[config.mk]
export PLATFORM = sky130hd
export DESIGN_NAME = hazard_ctrl_flat
export DESIGN_NICKNAME = d
export VERILOG_FILES = /design/src/rtl/hazard_if.sv /design/src/rtl/hazard_ctrl.sv /design/src/flat_wrapper.sv
export SDC_FILE = /design/constraint.sdc
export NUM_CORES = 1
export LEC_CHECK = 0
export CORE_ASPECT_RATIO = 0.75
export CORE_MARGIN = 10
export CORE_UTILIZATION = 38
export DETAILED_ROUTE_END_ITERATION = 10
export GPL_ROUTABILITY_DRIVEN = 0
export PLACE_DENSITY = 0.69
export SLEW_MARGIN = 20
export SYNTH_ARGS = -nofsm -noshare
export SYNTH_HDL_FRONTEND = slang
export SYNTH_SLANG_ARGS = --single-unit
[constraint.sdc]
create_clock -name clk -period 3.76 [get_ports clk]
set_clock_uncertainty 0.2 [all_clocks]
set_input_delay 0.752 -clock clk [delete_from_list [all_inputs] [get_ports clk]]
set_output_delay 0.752 -clock clk [all_outputs]
set_load 0.01 [all_outputs]
[src/rtl/hazard_if.sv]
// Pipeline-side view of the hazard controller: decode/EX/MEM/WB status in,
// stall/flush/bubble/forwarding controls out.
interface hazard_if;
  logic       dec_valid;
  logic [4:0] dec_rs1;
  logic [4:0] dec_rs2;
  logic       dec_use_rs1;
  logic       dec_use_rs2;
  logic       ex_valid;
  logic       ex_is_load;
  logic [4:0] ex_rd;
  logic [4:0] ex_rs1;
  logic [4:0] ex_rs2;
  logic       ex_redirect;
  logic       mem_reg_write;
  logic [4:0] mem_rd;
  logic       mem_req;
  logic       mem_ready;
  logic       wb_reg_write;
  logic [4:0] wb_rd;

  logic       if_stall;
  logic       id_stall;
  logic       ex_stall;
  logic       mem_stall;
  logic       id_flush;
  logic       ex_bubble;
  logic [1:0] fwd_a_sel;
  logic [1:0] fwd_b_sel;
  logic       mem_timeout;

  // Pipeline datapath side.
  modport master (
    output dec_valid, dec_rs1, dec_rs2, dec_use_rs1, dec_use_rs2,
           ex_valid, ex_is_load, ex_rd, ex_rs1, ex_rs2, ex_redirect,
           mem_reg_write, mem_rd, mem_req, mem_ready, wb_reg_write, wb_rd,
    input  if_stall, id_stall, ex_stall, mem_stall, id_flush, ex_bubble,
           fwd_a_sel, fwd_b_sel, mem_timeout
  );

  // Hazard controller side.
  modport slave (
    input  dec_valid, dec_rs1, dec_rs2, dec_use_rs1, dec_use_rs2,
           ex_valid, ex_is_load, ex_rd, ex_rs1, ex_rs2, ex_redirect,
           mem_reg_write, mem_rd, mem_req, mem_ready, wb_reg_write, wb_rd,
    output if_stall, id_stall, ex_stall, mem_stall, id_flush, ex_bubble,
           fwd_a_sel, fwd_b_sel, mem_timeout
  );
endinterface

[src/rtl/hazard_ctrl.sv]
// Hazard and sequencing controller for the 5-stage RV32 pipeline.
// Define HAZARD_PERF_EN to add 32-bit load-use / memory-stall / flush counters.
module hazard_ctrl #(
  parameter int REDIRECT_PENALTY = 1,
  parameter int MEM_TIMEOUT      = 255
) (
  input  logic        clk,
  input  logic        rst,
  hazard_if.slave     hz
`ifdef HAZARD_PERF_EN
  ,
  output logic [31:0] perf_ldu_stalls,
  output logic [31:0] perf_mem_stalls,
  output logic [31:0] perf_flushes
`endif
);

  typedef enum logic [1:0] {RUN, MEM_WAIT, REDIRECT} state_t;

  localparam logic [15:0] TIMEOUT_C = 16'(MEM_TIMEOUT);
  localparam logic [2:0]  EXTRA_C   = 3'(REDIRECT_PENALTY - 1);

  state_t      state;
  state_t      ret_state;
  logic [15:0] wait_cnt;
  logic [2:0]  redir_cnt;
  logic        timeout_q;

  logic   mem_busy;
  logic   redirect;
  logic   in_redirect;
  logic   ldu_hit;
  logic   load_use;
  state_t eff_state;

  // Once memory answers, the cycle behaves as the state we were parked from.
  assign eff_state = (state == MEM_WAIT) ? ret_state : state;

  assign mem_busy    = hz.mem_req & ~hz.mem_ready;
  assign redirect    = ~mem_busy & hz.ex_valid & hz.ex_redirect;
  assign in_redirect = ~mem_busy & ~redirect & (eff_state == REDIRECT);
  assign ldu_hit     = hz.ex_valid & hz.ex_is_load & (hz.ex_rd != 5'd0) & hz.dec_valid &
                       ((hz.dec_use_rs1 & (hz.dec_rs1 == hz.ex_rd)) |
                        (hz.dec_use_rs2 & (hz.dec_rs2 == hz.ex_rd)));
  assign load_use    = ~mem_busy & ~redirect & (eff_state == RUN) & ldu_hit;

  assign hz.if_stall    = mem_busy | load_use;
  assign hz.id_stall    = mem_busy | load_use;
  assign hz.ex_stall    = mem_busy;
  assign hz.mem_stall   = mem_busy;
  assign hz.id_flush    = redirect | in_redirect;
  assign hz.ex_bubble   = redirect | load_use;
  assign hz.mem_timeout = timeout_q;

  // MEM result wins over WB; x0 is never forwarded.
  always_comb begin
    // NOTE: every always_comb output gets a default first so no path leaves it
    // unassigned, which would otherwise infer a latch.
    hz.fwd_a_sel = 2'b00;
    hz.fwd_b_sel = 2'b00;
    if (hz.mem_reg_write && hz.mem_rd != 5'd0 && hz.mem_rd == hz.ex_rs1)
      hz.fwd_a_sel = 2'b01;
    else if (hz.wb_reg_write && hz.wb_rd != 5'd0 && hz.wb_rd == hz.ex_rs1)
      hz.fwd_a_sel = 2'b10;
    if (hz.mem_reg_write && hz.mem_rd != 5'd0 && hz.mem_rd == hz.ex_rs2)
      hz.fwd_b_sel = 2'b01;
    else if (hz.wb_reg_write && hz.wb_rd != 5'd0 && hz.wb_rd == hz.ex_rs2)
      hz.fwd_b_sel = 2'b10;
  end

  always_ff @(posedge clk or negedge rst) begin
    if (!rst) begin
      state     <= RUN;
      ret_state <= RUN;
      wait_cnt  <= '0;
      redir_cnt <= '0;
      timeout_q <= 1'b0;
    end else begin
      // NOTE: sequential state uses non-blocking assignments so every register
      // samples the pre-edge values regardless of statement order.
      if (mem_busy) begin
        state <= MEM_WAIT;
        if (state != MEM_WAIT) ret_state <= state;
        if (wait_cnt != TIMEOUT_C) wait_cnt <= wait_cnt + 16'd1;
        if (wait_cnt >= TIMEOUT_C - 16'd1) timeout_q <= 1'b1;
      end else begin
        wait_cnt  <= '0;
        ret_state <= RUN;
        if (redirect) begin
          // The flush cycle itself counts toward the penalty.
          state     <= (EXTRA_C != 3'd0) ? REDIRECT : RUN;
          redir_cnt <= EXTRA_C;
        end else if (eff_state == REDIRECT) begin
          state     <= (redir_cnt <= 3'd1) ? RUN : REDIRECT;
          redir_cnt <= (redir_cnt == 3'd0) ? 3'd0 : redir_cnt - 3'd1;
        end else begin
          state     <= RUN;
          redir_cnt <= '0;
        end
      end
    end
  end

`ifdef HAZARD_PERF_EN
  always_ff @(posedge clk or negedge rst) begin
    if (!rst) begin
      perf_ldu_stalls <= '0;
      perf_mem_stalls <= '0;
      perf_flushes    <= '0;
    end else begin
      if (load_use) perf_ldu_stalls <= perf_ldu_stalls + 32'd1;
      if (mem_busy) perf_mem_stalls <= perf_mem_stalls + 32'd1;
      if (redirect) perf_flushes    <= perf_flushes + 32'd1;
    end
  end
`endif

endmodule

[src/flat_wrapper.sv]
// flat-port wrapper written by rule: the top's interface ports become plain ports
module hazard_ctrl_flat 
#(
  parameter int REDIRECT_PENALTY = 1,
  parameter int MEM_TIMEOUT      = 255
)
  (clk, rst, hz_dec_valid, hz_dec_rs1, hz_dec_rs2, hz_dec_use_rs1, hz_dec_use_rs2, hz_ex_valid, hz_ex_is_load, hz_ex_rd, hz_ex_rs1, hz_ex_rs2, hz_ex_redirect, hz_mem_reg_write, hz_mem_rd, hz_mem_req, hz_mem_ready, hz_wb_reg_write, hz_wb_rd, hz_if_stall, hz_id_stall, hz_ex_stall, hz_mem_stall, hz_id_flush, hz_ex_bubble, hz_fwd_a_sel, hz_fwd_b_sel, hz_mem_timeout);
  hazard_if hz_i ();
  input  logic clk;
  input  logic rst;
  input wire logic [$bits(hz_i.dec_valid)-1:0] hz_dec_valid;
  input wire logic [$bits(hz_i.dec_rs1)-1:0] hz_dec_rs1;
  input wire logic [$bits(hz_i.dec_rs2)-1:0] hz_dec_rs2;
  input wire logic [$bits(hz_i.dec_use_rs1)-1:0] hz_dec_use_rs1;
  input wire logic [$bits(hz_i.dec_use_rs2)-1:0] hz_dec_use_rs2;
  input wire logic [$bits(hz_i.ex_valid)-1:0] hz_ex_valid;
  input wire logic [$bits(hz_i.ex_is_load)-1:0] hz_ex_is_load;
  input wire logic [$bits(hz_i.ex_rd)-1:0] hz_ex_rd;
  input wire logic [$bits(hz_i.ex_rs1)-1:0] hz_ex_rs1;
  input wire logic [$bits(hz_i.ex_rs2)-1:0] hz_ex_rs2;
  input wire logic [$bits(hz_i.ex_redirect)-1:0] hz_ex_redirect;
  input wire logic [$bits(hz_i.mem_reg_write)-1:0] hz_mem_reg_write;
  input wire logic [$bits(hz_i.mem_rd)-1:0] hz_mem_rd;
  input wire logic [$bits(hz_i.mem_req)-1:0] hz_mem_req;
  input wire logic [$bits(hz_i.mem_ready)-1:0] hz_mem_ready;
  input wire logic [$bits(hz_i.wb_reg_write)-1:0] hz_wb_reg_write;
  input wire logic [$bits(hz_i.wb_rd)-1:0] hz_wb_rd;
  output wire logic [$bits(hz_i.if_stall)-1:0] hz_if_stall;
  output wire logic [$bits(hz_i.id_stall)-1:0] hz_id_stall;
  output wire logic [$bits(hz_i.ex_stall)-1:0] hz_ex_stall;
  output wire logic [$bits(hz_i.mem_stall)-1:0] hz_mem_stall;
  output wire logic [$bits(hz_i.id_flush)-1:0] hz_id_flush;
  output wire logic [$bits(hz_i.ex_bubble)-1:0] hz_ex_bubble;
  output wire logic [$bits(hz_i.fwd_a_sel)-1:0] hz_fwd_a_sel;
  output wire logic [$bits(hz_i.fwd_b_sel)-1:0] hz_fwd_b_sel;
  output wire logic [$bits(hz_i.mem_timeout)-1:0] hz_mem_timeout;
  assign hz_i.dec_valid = hz_dec_valid;
  assign hz_i.dec_rs1 = hz_dec_rs1;
  assign hz_i.dec_rs2 = hz_dec_rs2;
  assign hz_i.dec_use_rs1 = hz_dec_use_rs1;
  assign hz_i.dec_use_rs2 = hz_dec_use_rs2;
  assign hz_i.ex_valid = hz_ex_valid;
  assign hz_i.ex_is_load = hz_ex_is_load;
  assign hz_i.ex_rd = hz_ex_rd;
  assign hz_i.ex_rs1 = hz_ex_rs1;
  assign hz_i.ex_rs2 = hz_ex_rs2;
  assign hz_i.ex_redirect = hz_ex_redirect;
  assign hz_i.mem_reg_write = hz_mem_reg_write;
  assign hz_i.mem_rd = hz_mem_rd;
  assign hz_i.mem_req = hz_mem_req;
  assign hz_i.mem_ready = hz_mem_ready;
  assign hz_i.wb_reg_write = hz_wb_reg_write;
  assign hz_i.wb_rd = hz_wb_rd;
  assign hz_if_stall = hz_i.if_stall;
  assign hz_id_stall = hz_i.id_stall;
  assign hz_ex_stall = hz_i.ex_stall;
  assign hz_mem_stall = hz_i.mem_stall;
  assign hz_id_flush = hz_i.id_flush;
  assign hz_ex_bubble = hz_i.ex_bubble;
  assign hz_fwd_a_sel = hz_i.fwd_a_sel;
  assign hz_fwd_b_sel = hz_i.fwd_b_sel;
  assign hz_mem_timeout = hz_i.mem_timeout;
  hazard_ctrl #(.REDIRECT_PENALTY(REDIRECT_PENALTY), .MEM_TIMEOUT(MEM_TIMEOUT)) u_core (.clk(clk), .rst(rst), .hz(hz_i));
endmodule
## Word level (Yosys, flattened, before mapping)

Index checks and enable logic that the tools add are counted.

- Bitwise gates (word level): 20
- Reductions and logical operators: 12
- $lt $le $gt $ge: 2
- Equal/unequal tests: 12
- Muxes and demuxes: 16
- Add/subtract/negate cells: 2

Operators with widths:

| operator | number |
|---|---|
| 16-bit two-way mux | 2 |
| 5-bit equality test | 6 |
| 2-bit two-way mux | 11 |
| 16-bit by 1-bit adder with 16-bit output (second input constant) | 1 |
| 16-bit by 8-bit greater-or-equal comparator with 1-bit output (second input constant) | 1 |
| 16-bit by 8-bit inequality test with 1-bit output (second input constant) | 1 |
| 5-bit nonzero test | 3 |
| 1-bit bitwise AND | 13 |
| 3-bit two-way mux | 3 |
| 1-bit logical AND | 6 |
| 2-bit inequality test (second input constant) | 2 |
| 1-bit OR | 4 |
| 3-bit by 1-bit <= comparator with 1-bit output (second input constant) | 1 |
| 3-bit logical NOT | 1 |
| 1-bit NOT | 3 |
| 3-bit by 1-bit subtractor with 3-bit output (second input constant) | 1 |
| 2-bit by 1-bit equality test with 1-bit output (second input constant) | 1 |
| 2-bit equality test (second input constant) | 1 |
| 2-bit logical NOT | 1 |
| 2-bit by 1-bit inequality test with 1-bit output (second input constant) | 1 |
| 2-bit AND reduction | 1 |

- Logic and storage cells: 69
- Flip-flop bits (word level): 24

## Logic depth before layout (Yosys ltp)

Gate-level depths: netlist of the first run.

- Depth after elaboration: 10
- Depth in mapped cells: 6
- Depth with buffers taken out: 5

## Worst setup path before layout of the first run

OpenSTA, ideal clock, no wires.

- Path type: input to output
- Start: in hz_mem_rd[0]
- End: out hz_fwd_a_sel[1]
- Stages: 4
- Path slack: 817 ps
- Arrival: 1,991 ps
- Required time: 2,808 ps
- Buffers on the path: 0
- Cell sequence: or4_1 -> o21ai_1 -> nor4_1 -> nor4_1

- Word-level cells in the longest chain between the ends: 4
- Elaborated cells on any way between the ends: 5

RTL lines:

| element | line | RTL |
|---|---|---|
| start: declaration | flat_wrapper.sv:23 | `input wire logic [$bits(hz_i.mem_rd)-1:0] hz_mem_rd;` |
| 5-bit nonzero test | hazard_ctrl.sv:61 | `if (hz.mem_reg_write && hz.mem_rd != 5'd0 && hz.mem_rd == hz.ex_rs1)` |
| 1-bit logical AND | hazard_ctrl.sv:61 |  |
| 1-bit logical AND * | hazard_ctrl.sv:61 |  |
| 2-bit two-way mux * | hazard_ctrl.sv:61 |  |
| end: declaration | flat_wrapper.sv:34 | `output wire logic [$bits(hz_i.fwd_a_sel)-1:0] hz_fwd_a_sel;` |

Mark *: on every way between the ends. The rest lies on a longest branch, timed or not.

## Final worst setup path of the first run

- Start: in hz_ex_rd[3]
- End: out hz_id_stall

- Word-level cells in the longest chain between the ends: 6
- Elaborated cells on any way between the ends: 11

RTL lines:

| element | line | RTL |
|---|---|---|
| start: declaration | flat_wrapper.sv:18 | `input wire logic [$bits(hz_i.ex_rd)-1:0] hz_ex_rd;` |
| 5-bit equality test, or another cell as far along | hazard_ctrl.sv:43 | `((hz.dec_use_rs1 & (hz.dec_rs1 == hz.ex_rd)) \|` |
| 1-bit bitwise AND (on tied branches) | hazard_ctrl.sv:43, hazard_ctrl.sv:42, hazard_ctrl.sv:44 |  |
| 1-bit OR / 1-bit bitwise AND (equally long branches) | hazard_ctrl.sv:43, hazard_ctrl.sv:42 |  |
| 1-bit bitwise AND * | hazard_ctrl.sv:42 | `assign ldu_hit = hz.ex_valid & hz.ex_is_load & (hz.ex_rd != 5'd0) & hz.dec_valid &` |
| 1-bit bitwise AND * | hazard_ctrl.sv:45 | `assign load_use = ~mem_busy & ~redirect & (eff_state == RUN) & ldu_hit;` |
| 1-bit OR * | hazard_ctrl.sv:48 | `assign hz.id_stall = mem_busy \| load_use;` |
| end: declaration | flat_wrapper.sv:29 | `output wire logic [$bits(hz_i.id_stall)-1:0] hz_id_stall;` |

Marks and branches as above.

==> results.txt, run 1 <==
----------------------------------------------------
[Global route]
  Initial antenna violation count ... 0
  Via count of the first global-routing pass ... 1528
  Largest net degree at the start of global routing ... 25
  Global-route wire length before repair ... 7.852 mm
  Global-route usage over all layers ... 12.27%
  Total grt overflow ... 0

[Min path]
  Class of the most critical hold timing path ... reg2reg

[Finish]
  Fraction of layout cells with a size suffix above 1 ... 10.61%
  Area delta synth->final ... 43.85%
  Share of the core filled with cells ... 58.14%
  Most frequent cells in the layout ... sky130_fd_sc_hd__clkdlybuf4s50_1 (55), sky130_fd_sc_hd__xor2_1 (24), sky130_fd_sc_hd__dfrtp_1 (24)
  Count of nets after finishing ... 295
  Number of inserted diodes ... 0
  Most common cell after layout, fill and taps aside ... sky130_fd_sc_hd__clkdlybuf4s50_1

[Detailed routing]
  Wire length per cell after detailed routing ... 15.58 um
  Number of design rule violations left after detail routing ... 0
  Via density ... 5.230
  Total via count in the routed design ... 1569
  Overall routed net length ... 4.675 mm
  Number of iterations in the first detailed-routing pass ... 4
  Remaining number of nets flagged by the antenna check after routing ... 0
  Number of violations reported at the end of detailed-routing iteration 0 ... 51

[Place]
  Detailed placer's ending HPWL ... 3.941 mm
  IO Port Bufs ... 57
  Post-placement worst setup slack ... -81.73 ps

[CTS]
  H-tree Lvls ... 1
  Post-CTS Setup Repair Bufs ... 0
  Clock root buffer ... sky130_fd_sc_hd__clkbuf_8
  Clk sink count ... 24
  Clock slew seen by the registers of the worst setup and hold paths ... 90 ps
  Number of clock buffers inserted by TritonCTS ... 3
  Clk Latency, worst-skew pair ... 270 ps
  Clock Tree Buf Depth ... 2
  Clock tree from TritonCTS ... built

[Floorplan]
  Cell Rows ... 20
  Number of top-level design ports ... 58
  Horizontal die dimension ... 96.99 um
  Initial Util ... 40.42%
  Area of the die ... 7540 um2
  Chip Height ... 77.74 um
  Std-Cell Core Area ... 4179 um2

[Power]
  Sequential share of power ... 46.1%
  Total net switching power ... 0.1357 mW
  Power per cell area ... 234.5 nW/um2
  Share of power burned in the clock network ... 30.7%
  Combinational share of power ... 23.2%
  Maximum ir drop on the vdd rail ... 0.1732 mV
  Switching power as a share of total power ... 23.81%
  Internal ... 0.4342 mW
  Leakage component of the power ... 0.9971 nW

[Timing]
  Setup repair after global routing missed its margin ... no
  Total negative setup slack ... 0 ps
  Final worst slack ... 141.0 ps
  Relative slew slack ... 63.56%
  Peak clock frequency supported by timing ... 0.2763 GHz
  Worst Max-Slew Pin Slew ... 546.5 ps
  Number of endpoints with negative hold slack in the final report ... 0
  Period minus WS final ... 3619 ps
  Crit share post-route ... 96.25%
  Number of max-slew violations in the final report ... 0
  Setup violations, final ... 0

[Run]
  Maxcap violations ... 0

[Outcome]
  Result of the run ... complete, no violations

[Setup path]
  Critical path type ... in2out
  Worst EP arrival ... 2670 ps
  Highest fanout seen on the critical path ... 3
  Element type at the critical path start ... input port
  Critical path endpoint category ... primary output
  Required time at the worst-slack endpoint ... 2810 ps

[Synthesis]
  Number of enable flip-flop cells after synthesis ... 0
  Share of flip-flops with an asynchronous set or reset ... 100.0%
  Register area share after synthesis ... 35.56%
  Post-Synthesis Cells ... 178
  Syn nets ... 227
  Unique cell type count in the Yosys netlist ... 46
  Flip-flop and latch count after synthesis ... 24
  Average cell area after synthesis ... 9.489 um2
  Synthesis warning total ... 0
  Area of the mapped netlist ... 1689 um2
  Top FF cell, synth ... sky130_fd_sc_hd__dfrtp_1

----------------------------------------------------
## power by group through the flow
stage / Clock (mW) / Combinational (mW) / Sequential, mW
floorplan: 0 / 0.0422 / 0.268
global placement: 0 / 0.132 / 0.268
detailed placement: 0 / 0.133 / 0.268
CTS: 0.179 / 0.133 / 0.263
global route: 0.194 / 0.143 / 0.263
finish: 0.175 / 0.132 / 0.263
## logic make-up (layout without fill, tap and decap cells)
group / count (synthesis) / count (layout) / share of synthesized area (%)
compound gates: 40 / 40 / 16.97
xor+xnor: 33 / 33 / 17.11
fa+ha+maj: 2 / 2 / 1.481
buf+inv: 10 / 77 / 3.555
flops: 24 / 24 / 35.56
mux: 1 / 1 / 0.6666
simple gates: 68 / 68 / 24.67
## layer usage
metal	wire, um	track usage (%)	vias to the layer above
li1	-	-	799
met1	2132	14.97	745
met2	2397	21.87	21
met3	101	2.478	4
met4	43	2.353	0
met5	0	0	-
## sequential cells by signal (all words and copies together) (netlist names)
register	count
u_core.wait_cnt	16
u_core.redir_cnt	3
u_core.ret_state	2
u_core.state	2
u_core.hz.mem_timeout	1
## final timing paths
path / from / end / slack (ps) / depth (start not counted)
setup / recovery: hz_ex_rd[3] / hz_id_stall / 140 / 6
hold / removal: u_core.hz.mem_timeout / u_core.hz.mem_timeout / 300 / 1
setup reg to reg: u_core.wait_cnt[1] / u_core.wait_cnt[3] / 1760 / 5
hold reg to reg: u_core.hz.mem_timeout / u_core.hz.mem_timeout / 300 / 1
max in group asynchronous: rst / u_core.wait_cnt[4] / 2470 / 2
min in group asynchronous: rst / u_core.wait_cnt[13] / 650 / 2
## layout make-up
type                       instances  area (um2)
tap                               55       68.82
fill                             354        1749
timing repair buffer              70       665.6
clock buffer                       4       55.05
inverter                           3       11.26
multi-input combinational        144        1028
sequential                        24       600.6
## worst max-delay path, cell delays in order
cell and delay [ps]:
sky130_fd_sc_hd__clkdlybuf4s50_1 480, sky130_fd_sc_hd__xor2_1 190, sky130_fd_sc_hd__nor4_1 290, sky130_fd_sc_hd__a32oi_1 180, sky130_fd_sc_hd__o21ai_1 200, sky130_fd_sc_hd__clkdlybuf4s50_1 580
## through the flow
step	hold WS, ps	total power [mW]	instances	instance area, um2
after floorplan	256.4	0.3103	178	1689
after global placement	252.9	0.4002	296	2377
after detailed placement	294.5	0.4011	296	2377
after CTS	314.6	0.5758	300	2430
after global routing	321.2	0.6011	300	2430
final	297.3	0.5699	300	2430
## cells in the mapped netlist, types with 2 or more instances
cell | count | area, um2
sky130_fd_sc_hd__xnor2_1 | 9 | 78.83
sky130_fd_sc_hd__a31oi_1 | 5 | 31.28
sky130_fd_sc_hd__nand4_1 | 5 | 31.28
sky130_fd_sc_hd__xor2_1 | 24 | 210.2
sky130_fd_sc_hd__a21oi_1 | 7 | 35.03
sky130_fd_sc_hd__o21ai_0 | 8 | 40.04
sky130_fd_sc_hd__nor4_1 | 6 | 37.54
sky130_fd_sc_hd__o41ai_1 | 2 | 17.52
sky130_fd_sc_hd__inv_1 | 3 | 11.26
sky130_fd_sc_hd__nor2_1 | 12 | 45.04
sky130_fd_sc_hd__or4_1 | 5 | 37.54
sky130_fd_sc_hd__nand2_1 | 12 | 45.04
sky130_fd_sc_hd__nand3_1 | 7 | 35.03
sky130_fd_sc_hd__buf_6 | 2 | 22.52
sky130_fd_sc_hd__o311ai_1 | 2 | 17.52
sky130_fd_sc_hd__and4_1 | 3 | 26.28
sky130_fd_sc_hd__buf_4 | 2 | 15.01
sky130_fd_sc_hd__clkbuf_1 | 3 | 11.26
sky130_fd_sc_hd__nor4_4 | 2 | 42.54
sky130_fd_sc_hd__nand2b_1 | 2 | 12.51
sky130_fd_sc_hd__ha_1 | 2 | 25.02
sky130_fd_sc_hd__a31o_1 | 2 | 17.52
sky130_fd_sc_hd__dfrtp_1 | 24 | 600.6
sky130_fd_sc_hd__and3_1 | 3 | 18.77
sky130_fd_sc_hd__or3_1 | 4 | 25.02
sky130_fd_sc_hd__o21ai_1 | 2 | 10.01
## what timing repair did
item                       4_1_cts  5_1_grt
resized for setup                2        1
setup endpoints to repair        2        2
hold buffers                     0        0
pin swaps                        0        0
(Power assumes the default switching activity.)
==> run 2: changes to the inputs <==
--- a/config.mk
+++ b/config.mk
@@ -15,3 +15,4 @@
 export SYNTH_ARGS = -nofsm -noshare
 export SYNTH_HDL_FRONTEND = slang
 export SYNTH_SLANG_ARGS = --single-unit
+export TNS_END_PERCENT = 1
==> results of run 2 <==
Final layout, timing and power as in run 1 (identical DEF).
==> run 3: changes to the inputs <==
--- a/config.mk
+++ b/config.mk
@@ -10,7 +10,8 @@
 export CORE_UTILIZATION = 38
 export DETAILED_ROUTE_END_ITERATION = 10
 export GPL_ROUTABILITY_DRIVEN = 0
-export PLACE_DENSITY = 0.69
+export GPL_TIMING_DRIVEN = 0
+export PLACE_DENSITY_LB_ADDON = 0.1
 export SLEW_MARGIN = 20
 export SYNTH_ARGS = -nofsm -noshare
 export SYNTH_HDL_FRONTEND = slang
==> run 3 against run 2 <==
Clock power increased by 30%. Sequential power about the same. Register-to-register slack worse by 60 ps. Die area unchanged. Sequential cell count unchanged. Critical path type unchanged. Critical endpoint is now hz_mem_stall.
==> results.txt, run 3 (same netlist as run 1, synthesis figures left out) <==
----------------------------------------------------
[Timing]
  Setup violations, final ... 0
  Relative slew slack ... 58.12%
  Worst Max-Slew Pin Slew ... 628.2 ps
  Fin Hold WS ... 255.6 ps
  Number of endpoints with negative hold slack in the final report ... 0
  Number of max-slew violations in the final report ... 0
  Peak clock frequency supported by timing ... 0.2722 GHz
  Setup repair after global routing missed its margin ... yes
  Crit share post-route ... 97.69%
  Period minus WS final ... 3673 ps

[Detailed routing]
  Total via count in the routed design ... 1505
  Number of design rule violations left after detail routing ... 0
  Number of violations reported at the end of detailed-routing iteration 0 ... 73
  Remaining number of nets flagged by the antenna check after routing ... 0
  Wire length per cell after detailed routing ... 15.83 um
  Number of iterations in the first detailed-routing pass ... 4
  Overall routed net length ... 4.654 mm
  Via density ... 5.119

[Power]
  Power per cell area ... 256.6 nW/um2
  Leakage component of the power ... 0.9860 nW
  Total net switching power ... 0.1397 mW
  Sequential share of power ... 42.6%
  Internal ... 0.4770 mW
  Switching power as a share of total power ... 22.66%
  Maximum ir drop on the vdd rail ... 0.2127 mV
  Total power draw ... 0.6168 mW
  Share of power burned in the clock network ... 37.0%
  Combinational share of power ... 20.4%

[CTS]
  Clock Tree Buf Depth ... 2
  Clock root buffer ... sky130_fd_sc_hd__clkbuf_8
  H-tree Lvls ... 1
  Clk Latency, worst-skew pair ... 270 ps
  Post-CTS Setup Repair Bufs ... 0
  Clock tree from TritonCTS ... built
  Number of clock buffers inserted by TritonCTS ... 3
  Clock slew seen by the registers of the worst setup and hold paths ... 90 ps
  Clk sink count ... 24

[Global route]
  Via count of the first global-routing pass ... 1522
  Met3 track demand over resource ... 3.805%
  Total grt overflow ... 0
  Met2 GRT Util ... 19.27%
  Global-route wire length before repair ... 7.955 mm
  Global-route track usage on met1 ... 16.99%
  Largest net degree at the start of global routing ... 25
  Initial antenna violation count ... 0
  Most used routing layer in global routing ... met2
  Global-route usage over all layers ... 12.38%

[Setup path]
  Element type at the critical path start ... input port
  Highest fanout seen on the critical path ... 12
  Required time at the worst-slack endpoint ... 2810 ps
  Worst EP arrival ... 2720 ps
  Critical path type ... in2out
  Critical path endpoint category ... primary output

[Floorplan]
  Std-Cell Core Area ... 4179 um2
  Cell Rows ... 20
  Number of top-level design ports ... 58
  Horizontal die dimension ... 96.99 um
  Initial Util ... 40.42%
  Area of the die ... 7540 um2
  Chip Height ... 77.74 um

[Finish]
  Layout filler cell count ... 372
  Top register by number of flip-flops ... u_core.wait_cnt
  Most frequent cells in the layout ... sky130_fd_sc_hd__clkdlybuf4s50_1 (53), sky130_fd_sc_hd__xor2_1 (24), sky130_fd_sc_hd__dfrtp_1 (24)
  Top flop regs ... u_core.wait_cnt: 16 flops, u_core.redir_cnt: 3 flops
  Most common cell after layout, fill and taps aside ... sky130_fd_sc_hd__clkdlybuf4s50_1
  Area of the multi-input gates ... 1035 um2
  Area delta synth->final ... 42.30%
  Largest register FFs ... 16
  Number of inserted diodes ... 0
  Sequential standard cell area ... 600.6 um2
  Count of nets after finishing ... 289
  Fraction of layout cells with a size suffix above 1 ... 8.787%

[Outcome]
  Result of the run ... complete, no violations

[Min path]
  Class of the most critical hold timing path ... in2async

[Place]
  IO Port Bufs ... 57
  Detailed placer's ending HPWL ... 3.777 mm

[Run]
  Maxcap violations ... 0

----------------------------------------------------
run 3: cell count changes in the layout (fill, tap and decap cells not counted), sizes merged:
cell,change
clkdlybuf4s50,-2
buf,-8
dlymetal6s2s,+1
bufinv,+1
clkbuf,+2
run 3: final timing paths:
| kind | startpoint | cells after the start | to | slack (ps) |
|---|---|---|---|---|
| min | rst | 1 | u_core.wait_cnt[13] | 260 |
| min reg2reg | u_core.hz.mem_timeout | 1 | u_core.hz.mem_timeout | 280 |
| max in group asynchronous | rst | 1 | u_core.wait_cnt[9] | 2740 |
| min in group clk | u_core.hz.mem_timeout | 1 | u_core.hz.mem_timeout | 280 |
| max | hz_mem_ready | 6 | hz_mem_stall | 90 |
| max reg2reg | u_core.wait_cnt[1] | 6 | u_core.wait_cnt[3] | 1700 |
run 3: stage by stage:
step	instances	setup TNS (ps)	instance area (um2)	setup slack, ps	utilization (%)
global placement	290	-761.6	2328	-282.9	55.72
floorplan	178	0	1689	817.3	-
detailed placement	290	-716.0	2323	-295.4	55.60
finish	294	0	2404	86.71	57.52
global route	294	-14.86	2404	-14.86	57.52
CTS	294	0	2401	56.32	57.46
run 3: what timing repair did:
action                                  CTS  global route
endpoints found under the setup margin    4             2
cloned                                    0             0
hold buffers                              0             0
pin swaps                                 0             3
resized for setup                         6             1
run 3: power groups by stage:
stage,Combinational [mW],Clock [mW],Sequential (mW)
after CTS,0.127,0.232,0.263
after global routing,0.137,0.247,0.263
after global placement,0.126,0,0.268
after floorplan,0.0422,0,0.268
final,0.126,0.228,0.263
after detailed placement,0.126,0,0.268
run 3: critical path: stages:
cell,delay [ps]
sky130_fd_sc_hd__clkdlybuf4s50_1,380
sky130_fd_sc_hd__nand2b_1,160
sky130_fd_sc_hd__inv_1,160
sky130_fd_sc_hd__clkbuf_1,510
sky130_fd_sc_hd__buf_4,210
sky130_fd_sc_hd__clkdlybuf4s50_1,540
run 3: per-layer routing:
layer	part of all wire [%]	vias up
li1	-	791
met1	50	683
met2	46	29
met3	4.4	2
met4	0.21	0
met5	0	-
run 3: layout make-up:
cell class	instances	area share, %
multi-input combinational	144	43.05
clock inverter	1	1.249
clock buffer	3	1.718
inverter	3	0.4685
buffer	7	2.134
timing repair buffer	57	23.53
tap	55	2.863
sequential	24	24.99
